===== src/rtl/gray_decoder.sv =====
// Gray-code stream monitor/decoder: registers the binary equivalent of each accepted
// sample, counts legal +1 advances, flags wrap and latches protocol violations.
module gray_decoder #(
  parameter int WIDTH = 3,
  parameter int CNT_W = 8
) (
  input  logic             Clk,
  input  logic             Reset,
  input  logic             Valid,
  input  logic [WIDTH-1:0] Gray,
  input  logic             Clear,
  output logic [WIDTH-1:0] Binary,
  output logic [CNT_W-1:0] Count,
  output logic             Overflow,
  output logic             Wrap,
  output logic             Error,
  output logic             Locked
);

  typedef enum logic [1:0] {
    ST_IDLE  = 2'd0,
    ST_TRACK = 2'd1,
    ST_FAULT = 2'd2
  } state_t;

  state_t           state_q, state_d;
  logic [WIDTH-1:0] bin_q, bin_d;
  logic [CNT_W-1:0] count_q, count_d;
  logic             overflow_q, overflow_d;
  logic             wrap_q, wrap_d;
  logic             error_q, error_d;

  logic [WIDTH-1:0] gray_bin;
  logic [WIDTH-1:0] prev_gray;
  logic [WIDTH-1:0] gray_diff;
  logic [WIDTH-1:0] bin_inc;
  logic             legal_step;
  logic             count_full;
  logic             at_top;

  // Each binary bit is the XOR of all Gray bits at or above its position.
  always_comb begin
    gray_bin = '0;
    for (int i = 0; i < WIDTH; i++) begin
      gray_bin[i] = ^(Gray >> i);
    end
  end

  assign prev_gray  = bin_q ^ (bin_q >> 1);
  assign gray_diff  = Gray ^ prev_gray;
  assign bin_inc    = bin_q + WIDTH'(1);
  assign legal_step = $onehot(gray_diff) && (gray_bin == bin_inc);
  assign count_full = (count_q == {CNT_W{1'b1}});
  assign at_top     = (bin_q == {WIDTH{1'b1}});

  always_comb begin
    state_d    = state_q;
    bin_d      = bin_q;
    count_d    = count_q;
    overflow_d = overflow_q;
    wrap_d     = 1'b0;
    error_d    = error_q;

    // Clear wins over any sample arriving in the same cycle.
    if (Clear) begin
      state_d    = ST_IDLE;
      count_d    = '0;
      overflow_d = 1'b0;
      error_d    = 1'b0;
    end else begin
      unique case (state_q)
        ST_IDLE: begin
          if (Valid) begin
            bin_d   = gray_bin;
            state_d = ST_TRACK;
          end
        end
        ST_TRACK: begin
          if (Valid && (gray_diff != '0)) begin
            if (legal_step) begin
              bin_d = gray_bin;
              if (!count_full) begin
                count_d = count_q + CNT_W'(1);
              end
              if (at_top) begin
                wrap_d     = 1'b1;
                overflow_d = 1'b1;
              end
            end else begin
              error_d = 1'b1;
              state_d = ST_FAULT;
            end
          end
        end
        ST_FAULT: begin
          error_d = 1'b1;
        end
        default: begin
          state_d = ST_IDLE;
        end
      endcase
    end
  end

  always_ff @(posedge Clk or posedge Reset) begin
    if (Reset) begin
      state_q    <= ST_IDLE;
      bin_q      <= '0;
      count_q    <= '0;
      overflow_q <= 1'b0;
      wrap_q     <= 1'b0;
      error_q    <= 1'b0;
    end else begin
      state_q    <= state_d;
      bin_q      <= bin_d;
      count_q    <= count_d;
      overflow_q <= overflow_d;
      wrap_q     <= wrap_d;
      error_q    <= error_d;
    end
  end

  assign Binary   = bin_q;
  assign Count    = count_q;
  assign Overflow = overflow_q;
  assign Wrap     = wrap_q;
  assign Error    = error_q;
  assign Locked   = (state_q == ST_TRACK);

endmodule


===== config.mk =====
export PLATFORM = sky130hd
export DESIGN_NAME = gray_decoder
export DESIGN_NICKNAME = d
export VERILOG_FILES = /design/src/rtl/gray_decoder.sv
export SDC_FILE = /design/constraint.sdc
export NUM_CORES = 1
export LEC_CHECK = 0
export BUFFER_PORTS_ARGS = -buffer_cell sky130_fd_sc_hd__buf_2
export CORE_ASPECT_RATIO = 1.4
export CORE_UTILIZATION = 40
export CTS_CLUSTER_SIZE = 24
export DETAILED_ROUTE_END_ITERATION = 10
export PLACE_DENSITY = 0.59
export SYNTH_ARGS = -nofsm -noshare
export SYNTH_HDL_FRONTEND = slang
export SYNTH_SLANG_ARGS = --single-unit

===== constraint.sdc =====
create_clock -name Clk -period 3.9 [get_ports Clk]
set_input_delay 0.78 -clock Clk [delete_from_list [all_inputs] [get_ports Clk]]
set_output_delay 0.78 -clock Clk [all_outputs]
set_load 0.01 [all_outputs]

==> results.txt <==
The run finished with clean final reports. The initial antenna violation count came to 0. The top cell type by total area after synthesis is dfrtp_1. The required time of the critical path came out at 4080 ps.

The detailed placement HPWL is 1530 µm. The transition time of the tightest slew-check pin came out at 626 ps. The remaining global-route overflow came out at 0. The die area came out at 2710 µm².

Once the clock tree was built, the setup fixing pass inserted 0 buffers. The via count of the first global-routing pass is 738. The total power divided by cell area came out at 431 nW/µm². Of the synthesized area, sequential elements account for 0.400.

The initial utilization of the core area, before any placement, comes to 0.419. The post-route clock period utilization is 0.756. The number of failing hold endpoints at the final stage is 0.

The max-capacitance violation count is 0. The sequential standard cell area came out at 400 µm². Summing over every cut layer, the via total after detailed routing is 840. After detailed routing, the number of remaining DRC violations is 0. The latest clock arrival within the worst-skew pair is 290 ps. The worst setup path is of the flip-flop to flip-flop kind.

The final net count is 135. The number of clock buffers inserted by TritonCTS came out at 3. The TritonCTS sink count came out at 16. The overall routed net length came out at 2060 µm. Among all flip-flop cells after synthesis, the most frequent one is dfrtp_1.

After clock tree synthesis, the repair step resized 0 gates. The post-detailed-route via-to-cell ratio is 5.38. The number of buffers added to fix hold violations after cts came out at 0. Synthesis produced 101 cells.

The launching element type of the critical path is a flip-flop. The synthesized area per cell came out at 9.91 µm². The total area of multi-input combinational cells is 549 µm².

The clock tree from TritonCTS is done. The highest achievable clock rate came out at 0.339 GHz. Of the cells placed in the final design, the portion with a size suffix greater than 1 is 0.262. The post-synth design cell area is 1000 µm².

The worst hold-check slack is 501 ps. In this run the worst path has a maximum fanout of 13. The share of synthesized registers carrying an async set or reset came out at 1.00.

In this run the static leakage power is 0.522 nW. The share of synthesized area in the top cell type comes to 0.400. The maximum cell stage delay along the critical path is 450 ps. The clock transition time at the flip-flop clock pins of the worst setup and hold paths is 90 ps. The number of placement rows came out at 21.

The number of cells on the worst hold path came out at 2. The worst setup path is captured at a flip-flop. The met3 wire length came out at 78 µm. The number of distinct library cell variants in the gate-level netlist after synthesis is 37. The number of flops mapped to enable cells by yosys is 0. The setup violation total in the final timing report came out at 0. No sink is reached through more buffers than the 2 on the longest clock path. The worst-case IR drop observed on VDD is 227 µV. The total of fill cells in the finished design came out at 243. The library cell used as clock root buffer is clkbuf_4.

The count of buffers inserted at the top-level ports is 21. The arrival time at the worst endpoint is 3130 ps. Setup repair after global routing left no endpoint under its margin. The flop and latch count out of synthesis is 16. For this run, the total global-route usage over all layers was measured as 0.174.

In this run the number of cells on the critical path is 7. By area the synthesized netlist is led by dfrtp_1, a21oi_1, ha_1, nor2_1, xnor2_1. The uppermost metal layer occupied by signal nets is met4. The number of primary I/O pins came out at 22. The repair_antennas step left the layout with diodes totalling 0.

The count of H-tree levels built during CTS came out at 1. The final clock skew is 2.44 ps. In this run the vertical extent of the chip is 61.2 µm. In this run, the number of DRC markers left after iteration 0 of detailed routing was 14. Yosys printed 0 warnings. The worst hold path class is flip-flop to flip-flop. The pin count of the biggest net entering global routing came out at 17.

The sum of negative setup slack came out at 0 ps. The max-slew violation count came out at 0. The final weighted congestion in routability-driven placement is 0.742. The growth of design area from synthesis to finish is 14.1%. The final instance area came out at 1140 µm².

The core area is 2390 µm². Counting cells, the worst reg-to-reg path comes to 7. The slowest stage of the critical path belongs to the cell fa_1. The relative max-transition margin came out at 0.582. The detailed-routing wirelength on met1 is 863 µm.

Together, buffers and inverters on the worst path number 0. The post-synth net total is 112. The routed design uses 1070 µm of met2 wire. The family with the most delay on the worst path is adder cells. Traced cell by cell, the critical path runs through ha_1 -> xnor2_1 -> fa_1 -> nand4b_1 -> a21o_1 -> nor4_2 -> mux2_1.

The post-route antenna net violation count came out at 0. The worst path needs 2950 ps of the cycle, external delays included. The die boundary width came out at 44.3 µm. In the final routed layout, each cell accounts on average for 13.2 µm. The placement-stage cell area came out at 1120 µm². The total iterations of the first detailed-routing run is 5. The first global-routing pass estimated 3420 µm of wire.
## power breakdown
group	internal (mW)	total, mW	switching, mW	leakage (nW)
Combinational	0.0921	0.198	0.106	0.293
Clock	0.0360	0.0905	0.0546	0.0138
Sequential	0.182	0.204	0.0218	0.215
## through the flow
stage          total power, mW  cells  worst slack [ps]   util
3_3_place_gp             0.401    153               854  0.468
3_5_place_dp             0.408    153               807  0.468
2_1_floorplan            0.360    101              1080      -
5_1_grt                  0.531    156               776  0.478
6_report                 0.492    156               950  0.478
4_1_cts                  0.497    156               961  0.478
## cell type report
cell class                 instances  share of cell area
multi-input combinational         76               0.481
inverter                           6              0.0197
sequential                        16               0.350
tap                               34              0.0372
clock buffer                       3              0.0197
timing repair buffer              21              0.0920
## state kept, by name (all words and copies together) (netlist names)
name      flops
Count         8
Wrap          1
state_q       2
Error         1
Binary        3
Overflow      1
## path summary, 6_finish.rpt
kind,start,to,slack (ps)
min reg2reg,Overflow,Overflow,500
max,Binary[1],Count[5],950
max reg2reg,Binary[1],Count[5],950
min,Overflow,Overflow,500
max in group asynchronous,Reset,Count[6],2950
min in group asynchronous,Reset,state_q[0],550
## layer usage
| metal | GRT usage | up-vias |
|---|---|---|
| met2 | 0.294 | 25 |
| met3 | 0.0293 | 4 |
| li1 | - | 409 |
| met1 | 0.207 | 402 |
| met4 | 0.104 | 0 |
| met5 | 0 | - |
## worst reg2reg max path, delay by kind of cell (launching register included)
family                   cells  cell delay (ps)
flip-flops                   1              440
AO/OA/AOI/OAI                1              330
XOR/XNOR                     1              370
AND/OR/NAND/NOR              2              570
multiplexers                 1              350
adder cells (fa/ha/maj)      2              790
## cell families (layout without fill, tap and decap cells)
family | after synthesis | after routing | synth area share
muxes | 6 | 6 | 0.0650
adders and majority gates | 4 | 4 | 0.0575
DFF | 16 | 16 | 0.400
AOI/OAI and AO/OA | 23 | 23 | 0.150
buffers and inverters | 9 | 30 | 0.0513
xor gates and xnor gates | 8 | 8 | 0.0775
and+or+nand+nor | 35 | 35 | 0.199
## cell usage after synthesis, types with 4 or more instances
cell	instances
dfrtp_1	16
nor2_1	10
a21oi_1	8
inv_1	6
a31oi_1	4
nand3_1	4
xnor2_1	4
## cell usage in the layout, fill, tap and decap left out, types with 2 or more instances in the layout
master     n
ha_1       3
dfrtp_1   16
nor2_1    10
nor2b_1    3
buf_2     21
or4_1      3
inv_1      6
xnor2_1    4
nor3_1     2
nand2_1    3
o21ai_0    2
clkbuf_4   3
mux2i_1    2
a21oi_1    8
o31ai_1    3
xor2_1     3
a31oi_1    4
nand2b_1   2
a211o_1    2
nand3_1    4
mux2_2     3
Power figures use the tool's default switching activity.
